`src/rtl/note_freq_if.sv`:
```
// Tone input and decoded-note outputs of the note frequency detector.
// The slave side is the detector; the master side drives the tone and observes the result.
interface note_freq_if #(
    parameter int CNT_W = 20
);
    logic             tone_in;
    logic [3:0]       note_out;
    logic             note_valid;
    logic             new_note;
    logic [CNT_W-1:0] period_out;

    modport slave (
        input  tone_in,
        output note_out, note_valid, new_note, period_out
    );

    modport master (
        output tone_in,
        input  note_out, note_valid, new_note, period_out
    );
endinterface

```
`src/rtl/note_freq_detector.sv`:
```
// Measures the rise-to-rise period of a square-wave tone and decodes it to a one-hot note.
// Outputs update 3 clk edges after a tone rising edge; no backpressure (free-running observer).
module note_freq_detector #(
    parameter int CNT_W        = 20,
    parameter int NOTE0_PERIOD = 191110,
    parameter int NOTE1_PERIOD = 151685,
    parameter int NOTE2_PERIOD = 127551,
    parameter int NOTE3_PERIOD = 95557,
    parameter int TOL          = 2000,
    parameter int CONFIRM      = 3,
    parameter int TIMEOUT      = 400000
) (
    input  logic        clk,
    input  logic        reset,
    note_freq_if.slave  io
);
    localparam int MC_W = $clog2(CONFIRM + 1);

    typedef enum logic [1:0] {S_IDLE, S_MEASURE, S_LOCKED} state_t;

    state_t           state_q;
    logic             s1_q, s2_q, prev_q;
    logic [CNT_W-1:0] cnt_q, cnt_d;
    logic [CNT_W:0]   period_d;
    logic [CNT_W-1:0] period_sat;
    logic [31:0]      p32;
    logic [3:0]       class_d;
    logic [3:0]       cand_q;
    logic [MC_W-1:0]  match_q, match_d;
    logic             lock_d;
    logic             rise, timeout;
    logic [3:0]       note_q;
    logic             valid_q, new_q;
    logic [CNT_W-1:0] period_q;

    function automatic logic near(input logic [31:0] p, input logic [31:0] tgt);
        near = ((p >= tgt) ? (p - tgt) : (tgt - p)) <= 32'(TOL);
    endfunction

    assign rise    = s2_q & ~prev_q;
    assign timeout = (state_q != S_IDLE) && !rise && (cnt_q == CNT_W'(TIMEOUT));

    always_comb begin
        period_d   = {1'b0, cnt_q} + {{CNT_W{1'b0}}, 1'b1};
        period_sat = period_d[CNT_W] ? '1 : period_d[CNT_W-1:0];
        p32        = 32'(period_d);
        // Lowest index wins when windows overlap.
        class_d = 4'b0000;
        if (near(p32, 32'(NOTE0_PERIOD)))      class_d = 4'b0001;
        else if (near(p32, 32'(NOTE1_PERIOD))) class_d = 4'b0010;
        else if (near(p32, 32'(NOTE2_PERIOD))) class_d = 4'b0100;
        else if (near(p32, 32'(NOTE3_PERIOD))) class_d = 4'b1000;
        if (class_d != 4'b0000 && class_d == cand_q)
            match_d = match_q + MC_W'(1);
        else
            match_d = MC_W'(class_d != 4'b0000);
        lock_d = (class_d != 4'b0000) && (int'(match_d) >= CONFIRM);
        cnt_d  = rise ? '0 : ((&cnt_q) ? cnt_q : cnt_q + CNT_W'(1));
    end

    always_ff @(posedge clk) begin
        if (reset) begin
            state_q  <= S_IDLE;
            s1_q     <= 1'b0;
            s2_q     <= 1'b0;
            prev_q   <= 1'b0;
            cnt_q    <= '0;
            cand_q   <= '0;
            match_q  <= '0;
            note_q   <= '0;
            valid_q  <= 1'b0;
            new_q    <= 1'b0;
            period_q <= '0;
        end else begin
            s1_q   <= io.tone_in;
            s2_q   <= s1_q;
            prev_q <= s2_q;
            cnt_q  <= cnt_d;
            new_q  <= 1'b0;
            if (timeout) begin
                state_q  <= S_IDLE;
                note_q   <= '0;
                valid_q  <= 1'b0;
                period_q <= '0;
                match_q  <= '0;
                cand_q   <= '0;
            end else if (rise) begin
                case (state_q)
                    // First edge only arms the counter; no period exists yet.
                    S_IDLE: begin
                        state_q <= S_MEASURE;
                        match_q <= '0;
                    end
                    S_MEASURE: begin
                        period_q <= period_sat;
                        cand_q   <= class_d;
                        match_q  <= match_d;
                        if (lock_d) begin
                            state_q <= S_LOCKED;
                            note_q  <= class_d;
                            valid_q <= 1'b1;
                            new_q   <= 1'b1;
                        end
                    end
                    S_LOCKED: begin
                        period_q <= period_sat;
                        if (class_d != cand_q) begin
                            state_q <= S_MEASURE;
                            note_q  <= '0;
                            valid_q <= 1'b0;
                            cand_q  <= class_d;
                            match_q <= match_d;
                        end
                    end
                    default: state_q <= S_IDLE;
                endcase
            end
        end
    end

    assign io.note_out   = note_q;
    assign io.note_valid = valid_q;
    assign io.new_note   = new_q;
    assign io.period_out = period_q;
endmodule

```
`src/flat_wrapper.sv`:
```
// flat-port wrapper written by rule: the top's interface ports become plain ports
module note_freq_detector_flat 
#(
    parameter int CNT_W        = 20,
    parameter int NOTE0_PERIOD = 191110,
    parameter int NOTE1_PERIOD = 151685,
    parameter int NOTE2_PERIOD = 127551,
    parameter int NOTE3_PERIOD = 95557,
    parameter int TOL          = 2000,
    parameter int CONFIRM      = 3,
    parameter int TIMEOUT      = 400000
)
  (clk, reset, io_tone_in, io_note_out, io_note_valid, io_new_note, io_period_out);
  note_freq_if #(.CNT_W(CNT_W)) io_i ();
  input  logic clk;
  input  logic reset;
  input wire logic [$bits(io_i.tone_in)-1:0] io_tone_in;
  output wire logic [$bits(io_i.note_out)-1:0] io_note_out;
  output wire logic [$bits(io_i.note_valid)-1:0] io_note_valid;
  output wire logic [$bits(io_i.new_note)-1:0] io_new_note;
  output wire logic [$bits(io_i.period_out)-1:0] io_period_out;
  assign io_i.tone_in = io_tone_in;
  assign io_note_out = io_i.note_out;
  assign io_note_valid = io_i.note_valid;
  assign io_new_note = io_i.new_note;
  assign io_period_out = io_i.period_out;
  note_freq_detector #(.CNT_W(CNT_W), .NOTE0_PERIOD(NOTE0_PERIOD), .NOTE1_PERIOD(NOTE1_PERIOD), .NOTE2_PERIOD(NOTE2_PERIOD), .NOTE3_PERIOD(NOTE3_PERIOD), .TOL(TOL), .CONFIRM(CONFIRM), .TIMEOUT(TIMEOUT)) u_core (.clk(clk), .reset(reset), .io(io_i));
endmodule
```
`config.mk`:
```
export PLATFORM = sky130hd
export DESIGN_NAME = note_freq_detector_flat
export DESIGN_NICKNAME = d
export VERILOG_FILES = /design/src/rtl/note_freq_if.sv /design/src/rtl/note_freq_detector.sv /design/src/flat_wrapper.sv
export SDC_FILE = /design/constraint.sdc
export NUM_CORES = 1
export LEC_CHECK = 0
export ABC_AREA = 1
export ABC_CLOCK_PERIOD_IN_PS = 4900
export CELL_PAD_IN_SITES_DETAIL_PLACEMENT = 2
export CELL_PAD_IN_SITES_GLOBAL_PLACEMENT = 2
export CORE_UTILIZATION = 33
export CTS_BUF_LIST = sky130_fd_sc_hd__clkbuf_4
export DETAILED_ROUTE_END_ITERATION = 7
export PLACE_DENSITY = 0.83
export SLEW_MARGIN = 20
export SYNTH_ARGS = -nofsm -noshare
export SYNTH_HDL_FRONTEND = slang
export SYNTH_SLANG_ARGS = --single-unit
export TNS_END_PERCENT = 1
```
`constraint.sdc`:
```
create_clock -name clk -period 4.9 [get_ports clk]
set_clock_uncertainty 0.2 [all_clocks]
set_input_delay 0.98 -clock clk [delete_from_list [all_inputs] [get_ports clk]]
set_output_delay 0.98 -clock clk [all_outputs]
set_load 0.005 [all_outputs]
```
* Yosys cells after proc, flatten, opt, wreduce, memory -nomap -nowiden *
Cells that the tools add are included.

operators by class
  bitwise operators = 4
  eq/ne operators = 7
  add/sub/neg operators = 11
  reduce and logical (&&, ||, !) cells = 20
  order comparisons = 9
  mux-type cells = 24

operator list
  cell                                                                                   count
  32-bit by 11-bit <= comparator with 1-bit output, second input constant                4
  32-bit two-way mux                                                                     4
  17-bit by 21-bit subtractor with 22-bit output, first input constant                   2
  18-bit by 21-bit subtractor with 22-bit output, first input constant                   2
  21-bit by 17-bit subtractor with 22-bit output, second input constant                  2
  21-bit by 18-bit subtractor with 22-bit output, second input constant                  2
  21-bit by 17-bit greater-or-equal comparator with 1-bit output, second input constant  2
  21-bit by 18-bit greater-or-equal comparator with 1-bit output, second input constant  2
  4-bit two-way mux                                                                      7
  20-bit by 1-bit adder with 21-bit output, second input constant                        1
  20-bit by 1-bit adder with 20-bit output, second input constant                        1
  20-bit by 19-bit == test with 1-bit output, second input constant                      1
  20-bit two-way mux                                                                     1
  20-bit AND reduction                                                                   1
  4-bit one-hot mux with 2 select lines                                                  2
  2-bit one-hot mux with 3 select lines                                                  2
  3-bit AND reduction                                                                    3
  2-bit two-way mux                                                                      4
  2-bit OR reduction                                                                     3
  4-bit == test                                                                          1
  1-bit logical AND                                                                      4
  2-bit by 1-bit != test with 1-bit output, second input constant                        2
  4-bit != test                                                                          1
  4-bit AND reduction                                                                    1
  other kinds (15)                                                                       20

word-level totals
  bits in registers = 57
  word-level logic and storage cells = 86
  input port bits = 3
  output and inout bits = 26

* Longest topological paths before layout *
  depth in word-level cells = 15
  gate-level depth with buffers = 36

* Worst setup path before layout *
Ideal clock, no wire load.

  path type = register to register
  from = register u_core.cnt_q[1]
  to = register u_core.note_q[0] (netlist: u_core.io.note_out[0])
  arrival time = 3.623 ns
  setup time = 0.125 ns
  path buffers = 1
  path slack = 0.952 ns
  stages on the path, launching flop included = 29
  cells stage by stage = dfxtp_1 ha_1 nand2_1 nor2_1 nand2_1 nand2_1 buf_2 ha_1 inv_1 nor2_1 nand2_1 nand2_1 nand2_2 nand2_2 nor2_1 nor2_2 nand2_1 nand2_1 nand2_1 nor2_1 nand4_1 nand2_1 nor2_1 nor2_1 nand3_2 nand2_2 nand3_2 nand2_1 a21oi_1

between the ends
  longest elaborated chain between the ends = 15

ends and longest elaborated chain
  item                                                                          line                                                                          text
  from (decl)                                                                   note_freq_detector.sv:23                                                      logic [CNT_W-1:0] cnt_q, cnt_d;
  from (signal assigned)                                                        note_freq_detector.sv:78                                                      cnt_q <= cnt_d;
  20-bit by 1-bit adder with 21-bit output                                      note_freq_detector.sv:44                                                      period_d = {1'b0, cnt_q} + {{CNT_W{1'b0}}, 1'b1};
  17-bit by 21-bit subtractor with 22-bit output, or another cell as far along  note_freq_detector.sv:37                                                      near = ((p >= tgt) ? (p - tgt) : (tgt - p)) <= 32'(TOL);
  32-bit two-way mux                                                            note_freq_detector.sv:37
  32-bit by 11-bit <= comparator with 1-bit output                              note_freq_detector.sv:37
  4-bit two-way mux                                                             note_freq_detector.sv:52                                                      else if (near(p32, 32'(NOTE3_PERIOD))) class_d = 4'b1000;
  4-bit two-way mux                                                             note_freq_detector.sv:51                                                      else if (near(p32, 32'(NOTE2_PERIOD))) class_d = 4'b0100;
  4-bit two-way mux                                                             note_freq_detector.sv:50                                                      else if (near(p32, 32'(NOTE1_PERIOD))) class_d = 4'b0010;
  4-bit two-way mux                                                             note_freq_detector.sv:49                                                      if (near(p32, 32'(NOTE0_PERIOD))) class_d = 4'b0001;
  4-bit == test / 4-bit nonzero test (equally long branches)                    note_freq_detector.sv:53, note_freq_detector.sv:56, note_freq_detector.sv:57
  1-bit logical AND                                                             note_freq_detector.sv:53                                                      if (class_d != 4'b0000 && class_d == cand_q)
  2-bit two-way mux                                                             note_freq_detector.sv:53
  2-bit greater-or-equal comparator                                             note_freq_detector.sv:57                                                      lock_d = (class_d != 4'b0000) && (int'(match_d) >= CONFIRM);
  1-bit logical AND                                                             note_freq_detector.sv:57
  2-bit by 1-bit != test with 1-bit output (no line)                            -
  4-bit AND reduction (no line)                                                 -
  to (signal assigned)                                                          note_freq_detector.sv:100                                                     note_q <= class_d;
  to (decl)                                                                     note_freq_detector.sv:32                                                      logic [3:0] note_q;

Parallel ways exist; a longest one is shown, timed or not. The select of a mux whose other input is x is not followed.
A chain may end at the register's enable or synchronous reset.

* Worst setup path after layout *
  from = register u_core.cnt_q[2]
  to = register u_core.note_q[1] (netlist: u_core.io.note_out[1])

The elaborated chain is that of the path after synthesis.

==> results.cfg <==
[synthesis]
synth_edf_count = 0
synthCells = 1342
synth-seq-area-share_pct = 15.6
synth_top_family_by_area = simple AND/OR/NAND/NOR gates
synthXorXnorAreaFrac_pct = 6.24
synth_nets = 1362
syn_area_mm2 = 0.00729
yosys.area_share.simple_pct = 54.1
muxShareOfSynthArea_pct = 0
synthAdderAreaFrac_pct = 2.92
async_flop_share_pct = 0
synth.distinct_cells = 45
synth_compound_area_share_pct = 10.5
synth_ff_type = dfxtp_1
ys_ff_latch = 57
yosysWarningCount = 0
syn-mean-instance-area_um2 = 5.44

[grt]
track_usage_pct = 34.4
grt_antenna_before_repair = 0
grt_pass1_wl_mm = 58.5
grt_pass1_vias = 9907
grt_overflow_total = 0
use_met2_pct = 59.9
grt_max_degree = 31
met1_usage_pct = 41.8
grtUsageMet3_pct = 4.09
grt.busiest_layer = met2

[detailed_routing]
route.detailed.drc = 0
vias = 9734
drt-total-wl_mm = 42.1
drt_iter0_drc = 642
ant_nets = 0
drtPass1Iterations = 5
wl_per_cell_um = 25.0
routed_via_density = 5.79

[pwr]
p_leak_nw = 3.97
finalPower_mw = 0.991
pwr-share-clk_pct = 37.4
p_seq_share_pct = 48.4
power.density_mw_per_mm2 = 116
p_int_mw = 0.671
peakVddDrop_mv = 0.168
pwr-share-comb_pct = 14.2
switching_share_pct = 32.3
p_switching_mw = 0.320

[setup_path]
worstPathMaxFanout = 10
r2r_slack_ns = -0.06
worst_setup_path_end_kind = register
slowest_delay_ns = 0.46
slowest_stage = dfxtp_4
critPathLaunch = u_core.cnt_q[2]
r2r-start = u_core.cnt_q[2]
path_common_cell = nand2_1
worstPathRequired_ns = 5.00
criticalPathCategory = reg2reg
critPathArrivalTime_ns = 5.06
critPathLaunchType = register

[floorplan]
die_y_um = 151
io_pins = 29
die_w_um = 151
dieArea_mm2 = 0.0227
num_rows = 54
start_util_pct = 33.5
coreArea_mm2 = 0.0218

[run]
maxCapViolCount = 0

[final_layout]
final_common_cell = nand2_1
final_cell_mix = nand2_1 (478), nor2_1 (147), nand3_1 (129)
layout.cells.non_filler = 1680
fillers = 2812
area.sequential_mm2 = 0.00116
multi_input_area_mm2 = 0.00560
final_util_pct = 39.2
areaGrowthSynthToFinish_pct = 16.8
final_layout_size_suffix_gt1_share_pct = 14.4
nets = 1414

[clock_network]
cts.clk_slew.worst_paths_ns = 0.11
cts_hold_buf = 0
cts_buffers = 9
clock_path_buffers = 2
h-tree-depth = 3
cts_root_buf = clkbuf_4
cts_tree = yes
worstSkewPairLatency_ns = 0.43
clkSinkCount = 57

[timing]
fmax_ghz = 0.202
setup_violations = 4
fin_crit_ns = 4.96
slew_viol_final = 0
fin_ws_ns = -0.0586
finalCritPeriodShare_pct = 101
hold_violations = 0
relSlewSlack_pct = 28.1
worstMarginPinSlew_ns = 1.08

[placed_design]
port_buffers = 28
gp_congestion = 0.962
place_inst = 1655
hpwl_mm = 30.4
place_ws_ns = -0.131

[outcome]
status = finished with violations
violations = negative setup slack

[worst_hold_path]
hold_start = u_core.s1_q
hp-class = reg2reg
==> layer usage <==
| metal | routed length [um] | up-vias |
|---|---|---|
| li1 | - | 4395 |
| met1 | 17300 | 4874 |
| met2 | 20400 | 350 |
| met3 | 2180 | 115 |
| met4 | 2100 | 0 |
| met5 | 0 | - |
==> cells in the mapped netlist, types with 2 or more instances <==
cell,count,area share [%]
a21oi_1,51,3.5
a31oi_1,8,0.69
and2_1,2,0.17
buf_2,22,1.5
buf_4,8,0.82
buf_6,4,0.62
clkbuf_1,14,0.72
clkinv_1,3,0.15
dfxtp_1,57,16
ha_1,17,2.9
inv_1,119,6.1
inv_2,12,0.62
nand2_1,495,25
nand2_2,19,1.6
nand2_4,2,0.31
nand3_1,130,8.9
nand3_2,4,0.55
nand3b_1,3,0.31
nand4_1,40,3.4
nor2_1,163,8.4
nor2_2,12,1.0
nor2_4,10,1.5
nor2_8,2,0.55
nor3_1,8,0.55
nor4_1,7,0.60
o211ai_1,13,1.3
o21ai_0,48,3.3
o21ai_1,5,0.34
or2_2,3,0.26
xnor2_1,2,0.24
xor2_1,45,5.4
==> layout make-up <==
cell class	count	share of cell area (%)
Multi-Input combinational cell	1104	65.8
Sequential cell	57	13.7
Timing Repair Buffer	88	8.87
Inverter	134	6.02
Tap cell	280	4.11
Clock buffer	10	0.881
Clock inverter	6	0.690
Antenna cell	1	0.0294
==> stage by stage <==
step / hold WS, ns / TNS, ns / area, um2
floorplan: 0.188 / 0 / 7290
global placement: 0.204 / 0 / 8080
detailed placement: 0.220 / -0.811 / 8080
CTS: 0.238 / 0 / 8250
global route: 0.248 / -1.13 / 8520
finish: 0.241 / -0.0787 / 8520
==> registers in the layout (all words and copies together), names as in the netlist <==
signal,flops
u_core.cand_q,4
u_core.cnt_q,20
u_core.io.new_note,1
u_core.io.note_out,4
u_core.io.note_valid,1
u_core.io.period_out,20
u_core.match_q,2
u_core.prev_q,1
u_core.s1_q,1
u_core.s2_q,1
u_core.state_q,2
==> worst max-delay path, delay by kind of cell (launching register included) <==
family | cells | cell delay, ns
AND/OR/NAND/NOR | 24 | 3.20
flip-flops | 1 | 0.46
AO/OA/AOI/OAI | 2 | 0.34
adder cells (fa/ha/maj) | 1 | 0.31
buffers and inverters | 2 | 0.30
==> logic make-up after synthesis <==
group | Yosys count
xor+xnor | 49
simple gates | 902
fa+ha+maj | 17
compound gates | 135
buf+inv | 182
flops | 57
==> final timing paths <==
path | cells past startpoint | to
setup / recovery | 29 | u_core.io.note_out[1]
hold / removal | 2 | u_core.s2_q
setup reg to reg | 29 | u_core.io.note_out[1]
hold reg to reg | 2 | u_core.s2_q
==> what timing repair did <==
item | CTS | global route
gates cloned | 0 | 1
buffers inserted | 0 | 7
resized for setup | 15 | 63
endpoints found under the setup margin | 13 | 13
pin swaps | 0 | 5
hold endpoints to repair | 0 | 0
==> power groups by stage <==
stage	sequential, mW	combinational [mW]	clock, mW
after CTS	0.478	0.123	0.363
after detailed placement	0.488	0.117	0
after floorplan	0.485	0.0729	0
final	0.480	0.141	0.371
after global placement	0.487	0.111	0
after global routing	0.480	0.146	0.388
No activity file was read; power rests on OpenSTA's default activity.
